$ cat config.mk
export PLATFORM = sky130hd
export DESIGN_NAME = time_set_entry
export DESIGN_NICKNAME = d
export VERILOG_FILES = /design/src/rtl/time_set_pkg.sv /design/src/rtl/button_debouncer.sv /design/src/rtl/time_set_entry.sv
export SDC_FILE = /design/constraint.sdc
export NUM_CORES = 1
export LEC_CHECK = 0
export ABC_CLOCK_PERIOD_IN_PS = 6400
export BUFFER_PORTS_ARGS = -buffer_cell sky130_fd_sc_hd__buf_2
export CAP_MARGIN = 15
export CORE_MARGIN = 2
export CORE_UTILIZATION = 51
export CTS_CLUSTER_SIZE = 25
export DETAILED_ROUTE_END_ITERATION = 6
export HOLD_SLACK_MARGIN = 0.06
export PLACE_DENSITY = 0.69
export RECOVER_POWER = 50
export SLEW_MARGIN = 20
export SYNTH_ARGS = -nofsm -noshare
export SYNTH_HDL_FRONTEND = slang
export SYNTH_SLANG_ARGS = --single-unit
$ cat constraint.sdc
create_clock -name clock_1MHz -period 6.4 [get_ports clock_1MHz]
set_clock_uncertainty 0.05 [all_clocks]
set_input_delay 0.32 -clock clock_1MHz [delete_from_list [all_inputs] [get_ports clock_1MHz]]
set_output_delay 0.32 -clock clock_1MHz [all_outputs]
set_load 0.005 [all_outputs]
$ cat src/rtl/time_set_pkg.sv
// Shared types and constants for front-panel time setting: edit states, field codes,
// BCD limits, the time-word layout used by the HH:MM clock, and BCD step helpers.
package time_set_pkg;

  typedef enum logic [1:0] {
    IDLE      = 2'd0,
    EDIT_HOUR = 2'd1,
    EDIT_MIN  = 2'd2,
    COMMIT    = 2'd3
  } state_e;

  localparam logic [1:0] FIELD_NONE = 2'd0;
  localparam logic [1:0] FIELD_HOUR = 2'd1;
  localparam logic [1:0] FIELD_MIN  = 2'd2;

  localparam logic [7:0] HOUR_MAX = 8'h23;
  localparam logic [7:0] MIN_MAX  = 8'h59;

  // {HT,HO,MT,MO,ST,SO}
  localparam int HOUR_LSB = 16;
  localparam int MIN_LSB  = 8;
  localparam int SEC_LSB  = 0;

  function automatic logic [7:0] bcd_inc(input logic [7:0] v, input logic [7:0] max);
    logic [7:0] r;
    if (v == max)             r = 8'h00;
    else if (v[3:0] == 4'h9)  r = {v[7:4] + 4'h1, 4'h0};
    else                      r = {v[7:4], v[3:0] + 4'h1};
    return r;
  endfunction

  function automatic logic [7:0] bcd_dec(input logic [7:0] v, input logic [7:0] max);
    logic [7:0] r;
    if (v == 8'h00)           r = max;
    else if (v[3:0] == 4'h0)  r = {v[7:4] - 4'h1, 4'h9};
    else                      r = {v[7:4], v[3:0] - 4'h1};
    return r;
  endfunction

endpackage

$ cat src/rtl/button_debouncer.sv
// Raw button -> 2-flop sync -> stability counter; registered press pulse on debounced rise
// and optional auto-repeat while held. Press appears 2 + DebounceCycles cycles after a clean edge.
module button_debouncer #(
  parameter int DebounceCycles = 10000,
  parameter int RepeatDelay    = 500000,
  parameter int RepeatPeriod   = 100000,
  parameter bit RepeatEn       = 1'b0
) (
  input  logic clk,
  input  logic rst_n,
  input  logic btn_raw,
  input  logic rep_restart,
  output logic press,
  output logic rep
);

  localparam int DbW = $clog2(DebounceCycles + 1);
  localparam int RpW = $clog2(RepeatDelay + 1);
  localparam logic [DbW-1:0] DB_LAST   = DbW'(DebounceCycles - 1);
  localparam logic [RpW-1:0] RP_LAST   = RpW'(RepeatDelay - 1);
  localparam logic [RpW-1:0] RP_RELOAD = RpW'(RepeatDelay - RepeatPeriod);

  logic           sync1_q, sync2_q;
  logic [DbW-1:0] db_cnt_q, db_cnt_d;
  logic           level_q, level_d;
  logic           armed_q, armed_d;
  logic           held_q, held_d;
  logic           press_q, press_d;
  logic [RpW-1:0] rep_cnt_q, rep_cnt_d;
  logic           rep_q, rep_d;

  always_comb begin
    level_d  = level_q;
    db_cnt_d = '0;
    if (sync2_q != level_q) begin
      if (db_cnt_q == DB_LAST) level_d  = sync2_q;
      else                     db_cnt_d = db_cnt_q + 1'b1;
    end

    // A press only counts once the button has been seen released since reset.
    armed_d = armed_q | ~sync2_q;
    press_d = armed_q & level_d & ~level_q;
    held_d  = level_d & (held_q | press_d);

    rep_cnt_d = '0;
    rep_d     = 1'b0;
    if (RepeatEn && held_q && level_d && !rep_restart) begin
      if (rep_cnt_q == RP_LAST) begin
        rep_d     = 1'b1;
        rep_cnt_d = RP_RELOAD;
      end else begin
        rep_cnt_d = rep_cnt_q + 1'b1;
      end
    end
  end

  // Sync flops come out of reset high so a button held through reset looks already pressed.
  always_ff @(posedge clk or negedge rst_n) begin
    if (!rst_n) begin
      sync1_q   <= 1'b1;
      sync2_q   <= 1'b1;
      db_cnt_q  <= '0;
      level_q   <= 1'b0;
      armed_q   <= 1'b0;
      held_q    <= 1'b0;
      press_q   <= 1'b0;
      rep_cnt_q <= '0;
      rep_q     <= 1'b0;
    end else begin
      sync1_q   <= btn_raw;
      sync2_q   <= sync1_q;
      db_cnt_q  <= db_cnt_d;
      level_q   <= level_d;
      armed_q   <= armed_d;
      held_q    <= held_d;
      press_q   <= press_d;
      rep_cnt_q <= rep_cnt_d;
      rep_q     <= rep_d;
    end
  end

  assign press = press_q;
  assign rep   = rep_q;

endmodule

$ cat src/rtl/time_set_entry.sv
// Front-panel HH:MM edit FSM: debounced mode/inc/dec buttons step BCD hours then minutes and
// issue a one-cycle load with setTime; edits abort after TimeoutSecs idle. All outputs registered.
module time_set_entry
  import time_set_pkg::*;
#(
  parameter int CyclesPerSec   = 1000000,
  parameter int DebounceCycles = 10000,
  parameter int RepeatDelay    = 500000,
  parameter int RepeatPeriod   = 100000,
  parameter int TimeoutSecs    = 30
) (
  input  logic        clock_1MHz,
  input  logic        reset_n,
  input  logic        btn_mode,
  input  logic        btn_inc,
  input  logic        btn_dec,
  input  logic [23:0] currentTime,
  output logic [23:0] setTime,
  output logic        load,
  output logic        editing,
  output logic [1:0]  editField,
  output logic        blinkOn
);

  localparam int TickW  = $clog2(CyclesPerSec);
  localparam int SecW   = $clog2(TimeoutSecs + 1);
  localparam int BlinkW = $clog2(CyclesPerSec / 4);
  localparam logic [TickW-1:0]  TICK_LAST  = TickW'(CyclesPerSec - 1);
  localparam logic [SecW-1:0]   SEC_TO     = SecW'(TimeoutSecs);
  localparam logic [BlinkW-1:0] BLINK_LAST = BlinkW'(CyclesPerSec / 4 - 1);

  logic mode_press, mode_rep_unused, inc_press, inc_rep, dec_press, dec_rep;
  logic mode_ev, inc_ev, dec_ev, any_ev, step_up, step_dn, rep_restart, timeout, edit_next;
  logic unused_sec;

  state_e              state_q, state_d;
  logic [7:0]          hour_q, hour_d, min_q, min_d;
  logic [23:0]         set_time_q, set_time_d;
  logic                load_q, load_d;
  logic [TickW-1:0]    tick_q, tick_d;
  logic [SecW-1:0]     sec_q, sec_d;
  logic                blink_q, blink_d;
  logic [BlinkW-1:0]   blink_cnt_q, blink_cnt_d;

  button_debouncer #(.DebounceCycles(DebounceCycles), .RepeatDelay(RepeatDelay),
                     .RepeatPeriod(RepeatPeriod), .RepeatEn(1'b0)) u_mode (
    .clk(clock_1MHz), .rst_n(reset_n), .btn_raw(btn_mode), .rep_restart(1'b0),
    .press(mode_press), .rep(mode_rep_unused));

  button_debouncer #(.DebounceCycles(DebounceCycles), .RepeatDelay(RepeatDelay),
                     .RepeatPeriod(RepeatPeriod), .RepeatEn(1'b1)) u_inc (
    .clk(clock_1MHz), .rst_n(reset_n), .btn_raw(btn_inc), .rep_restart(rep_restart),
    .press(inc_press), .rep(inc_rep));

  button_debouncer #(.DebounceCycles(DebounceCycles), .RepeatDelay(RepeatDelay),
                     .RepeatPeriod(RepeatPeriod), .RepeatEn(1'b1)) u_dec (
    .clk(clock_1MHz), .rst_n(reset_n), .btn_raw(btn_dec), .rep_restart(rep_restart),
    .press(dec_press), .rep(dec_rep));

  assign mode_ev     = mode_press;
  assign inc_ev      = inc_press | inc_rep;
  assign dec_ev      = dec_press | dec_rep;
  assign any_ev      = mode_ev | inc_ev | dec_ev;
  assign step_up     = inc_ev & ~dec_ev;
  assign step_dn     = dec_ev & ~inc_ev;
  assign rep_restart = mode_ev & (inc_ev | dec_ev);
  assign timeout     = (sec_q == SEC_TO);
  assign unused_sec  = ^currentTime[SEC_LSB +: 8];

  always_comb begin
    state_d     = state_q;
    hour_d      = hour_q;
    min_d       = min_q;
    set_time_d  = set_time_q;
    load_d      = 1'b0;
    tick_d      = tick_q;
    sec_d       = sec_q;
    blink_d     = blink_q;
    blink_cnt_d = blink_cnt_q;

    // Mode beats a same-cycle step; timeout beats everything.
    case (state_q)
      IDLE: begin
        if (mode_ev) begin
          hour_d  = currentTime[HOUR_LSB +: 8];
          min_d   = currentTime[MIN_LSB +: 8];
          state_d = EDIT_HOUR;
        end
      end
      EDIT_HOUR: begin
        if (timeout)      state_d = IDLE;
        else if (mode_ev) state_d = EDIT_MIN;
        else if (step_up) hour_d  = bcd_inc(hour_q, HOUR_MAX);
        else if (step_dn) hour_d  = bcd_dec(hour_q, HOUR_MAX);
      end
      EDIT_MIN: begin
        if (timeout) begin
          state_d = IDLE;
        end else if (mode_ev) begin
          state_d    = COMMIT;
          load_d     = 1'b1;
          set_time_d = {hour_q, min_q, 8'h00};
        end else if (step_up) begin
          min_d = bcd_inc(min_q, MIN_MAX);
        end else if (step_dn) begin
          min_d = bcd_dec(min_q, MIN_MAX);
        end
      end
      COMMIT:  state_d = IDLE;
      default: state_d = IDLE;
    endcase

    edit_next = (state_d == EDIT_HOUR) || (state_d == EDIT_MIN);

    if (!edit_next || any_ev) begin
      tick_d = '0;
      sec_d  = '0;
    end else if (tick_q == TICK_LAST) begin
      tick_d = '0;
      sec_d  = sec_q + 1'b1;
    end else begin
      tick_d = tick_q + 1'b1;
    end

    // Blink phase restarts lit whenever a new field becomes active.
    if (!edit_next) begin
      blink_d     = 1'b0;
      blink_cnt_d = '0;
    end else if (state_d != state_q) begin
      blink_d     = 1'b1;
      blink_cnt_d = '0;
    end else if (blink_cnt_q == BLINK_LAST) begin
      blink_d     = ~blink_q;
      blink_cnt_d = '0;
    end else begin
      blink_cnt_d = blink_cnt_q + 1'b1;
    end
  end

  always_ff @(posedge clock_1MHz or negedge reset_n) begin
    if (!reset_n) begin
      state_q     <= IDLE;
      hour_q      <= 8'h00;
      min_q       <= 8'h00;
      set_time_q  <= 24'h000000;
      load_q      <= 1'b0;
      tick_q      <= '0;
      sec_q       <= '0;
      blink_q     <= 1'b0;
      blink_cnt_q <= '0;
    end else begin
      state_q     <= state_d;
      hour_q      <= hour_d;
      min_q       <= min_d;
      set_time_q  <= set_time_d;
      load_q      <= load_d;
      tick_q      <= tick_d;
      sec_q       <= sec_d;
      blink_q     <= blink_d;
      blink_cnt_q <= blink_cnt_d;
    end
  end

  assign setTime   = set_time_q;
  assign load      = load_q;
  assign editing   = (state_q == EDIT_HOUR) || (state_q == EDIT_MIN);
  assign editField = (state_q == EDIT_HOUR) ? FIELD_HOUR :
                     (state_q == EDIT_MIN)  ? FIELD_MIN  : FIELD_NONE;
  assign blinkOn   = blink_q;

endmodule

After elaboration in Yosys (flattened, before gate mapping). Cells that the tools add are included.

Register bits after elaboration: 178. Latch bits: 0. Bits in writable memories: 0. ROM bits: 0. Bits of input ports: 29. Word-level logic and storage cells: 198. Memories: 0.

Add/subtract/negate cells: 16. Multipliers: 0. Div/mod/pow operators: 0. Order comparisons: 0. Eq/ne operators: 33. Shift-type cells: 0. Mux-type cells: 61. Bitwise logic cells: 31. Reduce and logical (&&, ||, !) cells: 22.

Operators by type and width (number): $mux W8 (18); $mux W14 (6); $mux W19 (4); $mux W18 (3); $add A14 B1 Y14 const B (3); $eq A14 B14 Y1 const B (3); $mux W20 (2); $add A19 B1 Y19 const B (2); $eq A19 B19 Y1 const B (2); $pmux W8 S2 (2); $add A20 B1 Y20 const B (1); $eq A20 B20 Y1 const B (1); $add A18 B1 Y18 const B (1); $eq A18 B18 Y1 const B (1); $add A4 B1 Y4 const B (4); $logic_not A8 Y1 (2); $mux W1 (16); $ne A4 B4 Y1 const B (4); $sub A4 B1 Y4 const B (4); $mux W2 (7); $reduce_and A7 Y1 (2); $and A1 B1 Y1 (11); $mux W5 (2); $not A1 Y1 (10); 23 further kinds (52).

Longest topological paths before layout.
Depth in word-level cells: 8. Depth in mapped cells: 10. Gate-level depth less buffers: 8.

Hierarchy. From an unflattened synthesis, not the netlist that was laid out.

Cells, all modules: 974. Area, all modules: 9464.1 um^2.

By module, submodules not included: time_set_entry (instances 1, cells each 515, area an instance 4723.3 um^2); button_debouncer at u_dec ... (instances 2, cells each 190, area an instance 1936.9 um^2); button_debouncer at u_mode (instances 1, cells each 79, area an instance 867.1 um^2).

Worst setup path after synthesis. No wires, ideal clock.

Kind: flip-flop to flip-flop. From: reg u_inc.rep_q, in the netlist u_inc.rep. To: reg hour_q[3]. Arrival time: 2.347 ns. Data required time: 6.225 ns. Slack: 3.878 ns. Stages on the path, launching flop included: 7. Path buffers: 1. Clock period less this slack: 2.522 ns. Cells stage by stage: dfrtp_1 or2_2 ha_1 or4b_2 o21ai_0 buf_2 mux2_2.

Cells in the longest elaborated chain, start to end: 6. Elaborated cells between the ends (all ways): 10. Those cells by class: eq/ne (1); mux (4); bitwise (4); reduce/logical (1).

Ends and longest elaborated chain: start, declared (line button_debouncer.sv:30) `logic rep_q, rep_d;`; start signal, assigned (line button_debouncer.sv:78) `rep_q <= rep_d;`; $or A1 B1 Y1 (*) (line time_set_entry.sv:61) `assign inc_ev = inc_press | inc_rep;`; $and A1 B1 Y1 (line time_set_entry.sv:64) `assign step_up = inc_ev & ~dec_ev;`; $mux W8 (line time_set_entry.sv:93) `else if (step_up) hour_d = bcd_inc(hour_q, HOUR_MAX);`; $mux W8 (line time_set_entry.sv:92) `else if (mode_ev) state_d = EDIT_MIN;`; $mux W8 (line time_set_entry.sv:91) `if (timeout) state_d = IDLE;`; $pmux W8 S2 (line time_set_entry.sv:82) `case (state_q)`; end signal, assigned (line time_set_entry.sv:153) `hour_q <= hour_d;`; end, declared (line time_set_entry.sv:37) `logic [7:0] hour_q, hour_d, min_q, min_d;`.

Mark *: on every way between the ends. The rest lies on a longest branch, timed or not. The select of a mux whose other input is x is not followed. A chain may end at the register's enable or synchronous reset.

Worst setup path after layout.
From: reg u_dec.db_cnt_q[7]. To: reg u_dec.rep_cnt_q[5].

Cells in the longest elaborated chain, start to end: 6.

Ends and longest elaborated chain: start, declared (line button_debouncer.sv:24) `logic [DbW-1:0] db_cnt_q, db_cnt_d;`; start signal, assigned (line button_debouncer.sv:72) `db_cnt_q <= db_cnt_d;`; $eq A14 B14 Y1 (line button_debouncer.sv:36) `if (db_cnt_q == DB_LAST) level_d = sync2_q;`; $mux W1 (line button_debouncer.sv:36); $mux W1 (line button_debouncer.sv:35) `if (sync2_q != level_q) begin`; $logic_and A1 B1 Y1 (2 in a row) (line button_debouncer.sv:47) `if (RepeatEn && held_q && level_d && !rep_restart) begin`; $mux W19 (line button_debouncer.sv:47); net u_dec.rep_cnt_d[5] (line button_debouncer.sv:29) `logic [RpW-1:0] rep_cnt_q, rep_cnt_d;`; end signal, assigned (line button_debouncer.sv:77) `rep_cnt_q <= rep_cnt_d;`; end, declared (line button_debouncer.sv:29).

The timed path passes the listed nets, and every way through them passes these cells.

==> flow_metrics.env <==
export IMPL_tns_ns=0
export IMPL_pwr_share_comb_pct=2.1
export IMPL_multiInputGateArea_um2=4400
export IMPL_p_per_area_nw_per_um2=217
export IMPL_p_sw_share_pct=22.4
export IMPL_wl_per_cell_um=13.5
export IMPL_syn_inst=938
export IMPL_crit_required_ns=6.70
export IMPL_ant_nets=0
export IMPL_drv_cap=0
export IMPL_diodes=0
export IMPL_start_util_pct=51.6
export IMPL_io_pins=58
export IMPL_drt_iter0_drc=392
export IMPL_clock_sinks=178
export IMPL_antenna_found_initial=0
export IMPL_htreeDepth=4
export IMPL_die_w_um=138
export IMPL_yosysWarnings=0
export IMPL_numPortBuffers=41
export IMPL_rr_endpoint="u_dec.rep_cnt_q[5]$_DFF_PN0_"
export IMPL_grt_setup_unrepaired="false"
export IMPL_holdPathStages=3
export IMPL_leakage_nw=4.31
export IMPL_outcome="finished clean"
export IMPL_synthArstFlopShare_pct=100
export IMPL_crit_type="reg2reg"
export IMPL_seq_area_frac_synth_pct=48.5
export IMPL_slew_violations=0
export IMPL_die_area_um2=19100
export IMPL_via_count=6549
export IMPL_first_global_vias=6313
export IMPL_yosys_top_cells_area="dfrtp_1 (47%), nor2_1 (6.6%), xor2_1 (6.4%), xnor2_1 (4.3%), ha_1 (3.8%)"
export IMPL_grt_max_degree=114
export IMPL_p_sw_uw=491
export IMPL_fin_crit_sh_pct=47.0
export IMPL_netlist_area_um2=9200
export IMPL_cts_tree="yes"
export IMPL_report_final_setup_viol=0
export IMPL_pwr_share_seq_pct=52.0
export IMPL_reg2reg_depth=5
export IMPL_synth_distinct_cells=71
export IMPL_yosys_area_top_type="dfrtp_1"
export IMPL_r2r_slack_ns=3.39
export IMPL_final_layout_size_suffix_gt1_share_pct=10.2
export IMPL_instances_no_fill=1218
export IMPL_power_internal_mw=1.70
export IMPL_die_h_um=138
export IMPL_grt_use_total_pct=17.9
export IMPL_dp_hpwl_um=10800
export IMPL_core_um2=17800
export IMPL_vdd_drop_max_mv=0.168
export IMPL_cts_root_buf="clkbuf_16"
export IMPL_final_area_um2=10100
export IMPL_area_growth_pct=9.88
export IMPL_clock_fmax_mhz=332
export IMPL_rows=49
export IMPL_gp_congestion=0.828
export IMPL_yosysMostFrequentCell="dfrtp_1"
export IMPL_grt_overflow=0
export IMPL_routed_wl_um=16500
export IMPL_grt_pass1_wl_um=29200
export IMPL_firstDrtPassIters=4
export IMPL_synthDominantCellAreaShare_pct=46.8
export IMPL_syn_avg_cell_area_um2=9.81
export IMPL_post_place_cells=1182
export IMPL_hold_viol=0
export IMPL_hp_start="currentTime[20]"
export IMPL_drc=0
export IMPL_min_period_ns=3.01
export IMPL_worstSetupStartpointType="register"
export IMPL_reg2reg_from="u_dec.db_cnt_q[7]$_DFF_PN0_"
export IMPL_numCtsBuffers=17
export IMPL_place_area_um2=9550
export IMPL_synth_seq_cells=178
export IMPL_fillCellCount=1557
export IMPL_endpoint_kind="register"
export IMPL_synth_ff_type="dfrtp_1"
export IMPL_cts_resized_gates=0
export IMPL_synth_commonest_cells="dfrtp_1 (172), nor2_1 (161), xor2_1 (67)"
export IMPL_hold_path_class="in2reg"
export IMPL_worstPathMaxFanout=11
export IMPL_nNetsFinal=1033
export IMPL_synth_edff_count=0
export IMPL_routed_via_density=5.38
export IMPL_power_share_clock_pct=45.8
export IMPL_regArea_um2=4460
export IMPL_cts_buffer_depth=2
export IMPL_worstSkewPairLatency_ns=0.43
export IMPL_max_slew_margin_pct=41.9
export IMPL_clkSlewWorstSetupHoldPaths_ns=0.07
export IMPL_worst_pin_slew_ns=0.872
export IMPL_critPathArrivalTime_ns=3.31
export IMPL_cts_post_setup_buffers_inserted=0
export IMPL_hold_end="hour_q[4]$_DFFE_PN0P_"
## cells by family after synthesis
family | after synthesis | share of synthesized area (%)
flip-flops | 178 | 48.5
XOR/XNOR | 112 | 10.7
multiplexers | 24 | 2.99
AND/OR/NAND/NOR | 430 | 23.8
other | 1 | 0.0407
buffers and inverters | 70 | 3.47
AO/OA/AOI/OAI | 95 | 6.76
adder cells (fa/ha/maj) | 28 | 3.81
## placed cells by master, fill, tap and decap left out, types with 9 or more instances in the layout
master / netlist / final
a21oi_1: 22 / 22
and3_1: 27 / 27
buf_2: 5 / 31
clkbuf_1: 17 / 10
clkbuf_16: 0 / 17
dfrtp_1: 172 / 172
ha_1: 28 / 28
inv_1: 35 / 35
mux2_2: 20 / 20
nand2_1: 55 / 55
nand2b_1: 17 / 17
nand3_1: 62 / 62
nand4_1: 27 / 27
nor2_1: 161 / 161
nor2b_1: 9 / 9
nor3_1: 19 / 19
o21ai_0: 20 / 20
o22ai_1: 10 / 10
xnor2_1: 45 / 45
xor2_1: 67 / 67
## power by group through the flow
| stage | Combinational (mW) | Sequential (mW) | Clock (mW) |
|---|---|---|---|
| after floorplan | 0.0190 | 1.16 | 0 |
| after global routing | 0.0559 | 1.14 | 1.08 |
| final | 0.0469 | 1.14 | 1.00 |
| after CTS | 0.0496 | 1.14 | 1.03 |
| after global placement | 0.0475 | 1.16 | 0 |
| after detailed placement | 0.0476 | 1.16 | 0 |
## cell type report
type	instances	share of cell area [%]
timing repair buffer	47	2.55
tap	229	2.83
clock buffer	19	4.38
multi-input combinational	697	43.6
sequential	178	44.1
clock inverter	13	1.26
inverter	35	1.30
## registers in the layout, summed over array words and instances (netlist names), 2 cells and up
name             flops
u_mode.db_cnt_q     14
u_dec.db_cnt_q      14
state_q              2
sec_q                5
u_inc.db_cnt_q      14
tick_q              20
hour_q               8
min_q                8
blink_cnt_q         18
u_inc.rep_cnt_q     19
setTime             16
u_dec.rep_cnt_q     19
## metal layers
| layer | wire length [um] | GRT usage (%) |
|---|---|---|
| met3 | 387 | 3.88 |
| met4 | 157 | 4.51 |
| met5 | 0 | 0 |
| met2 | 7420 | 28.6 |
| met1 | 8500 | 25.1 |
## worst max-delay path by stage
stage	from	to	slack (ns)	cells past startpoint
final	u_dec.db_cnt_q[7]$_DFF_PN0_	u_dec.rep_cnt_q[5]$_DFF_PN0_	3.39	5
after global routing	u_dec.db_cnt_q[7]$_DFF_PN0_	u_dec.rep_cnt_q[5]$_DFF_PN0_	3.23	5
after CTS	state_q[0]$_DFF_PN0_	min_q[4]$_DFFE_PN0P_	3.49	7
after detailed placement	state_q[0]$_DFF_PN0_	min_q[4]$_DFFE_PN0P_	3.52	7
after global placement	state_q[0]$_DFF_PN0_	min_q[4]$_DFFE_PN0P_	3.56	7
after floorplan	u_inc.rep$_DFF_PN0_	hour_q[3]$_DFFE_PN0P_	3.88	6
## what timing repair did
action,4_1_cts,5_1_grt
setup endpoints to repair,0,0
hold buffers,4,0
endpoints found under the hold margin,93,0
## worst max-delay path, stage by stage (launching register included)
cell and delay [ns]:
dfrtp_1 0.42, or4_2 0.68, nor4_1 0.68, mux2_1 0.53, or2b_2 0.45, nor2_1 0.14
## metrics by stage
step / worst slack, ns / power (mW) / hold WS, ns / util [%]
6_report: 3.39 / 2.19 / 0.123 / 56.7
5_1_grt: 3.23 / 2.27 / 0.118 / 56.7
4_1_cts: 3.49 / 2.22 / 0.104 / 57.0
3_5_place_dp: 3.52 / 1.21 / 0.297 / 53.6
3_3_place_gp: 3.56 / 1.21 / 0.298 / 53.6
2_1_floorplan: 3.88 / 1.18 / -0.0256 / -
Note: power is estimated with default switching activity, not from simulation.
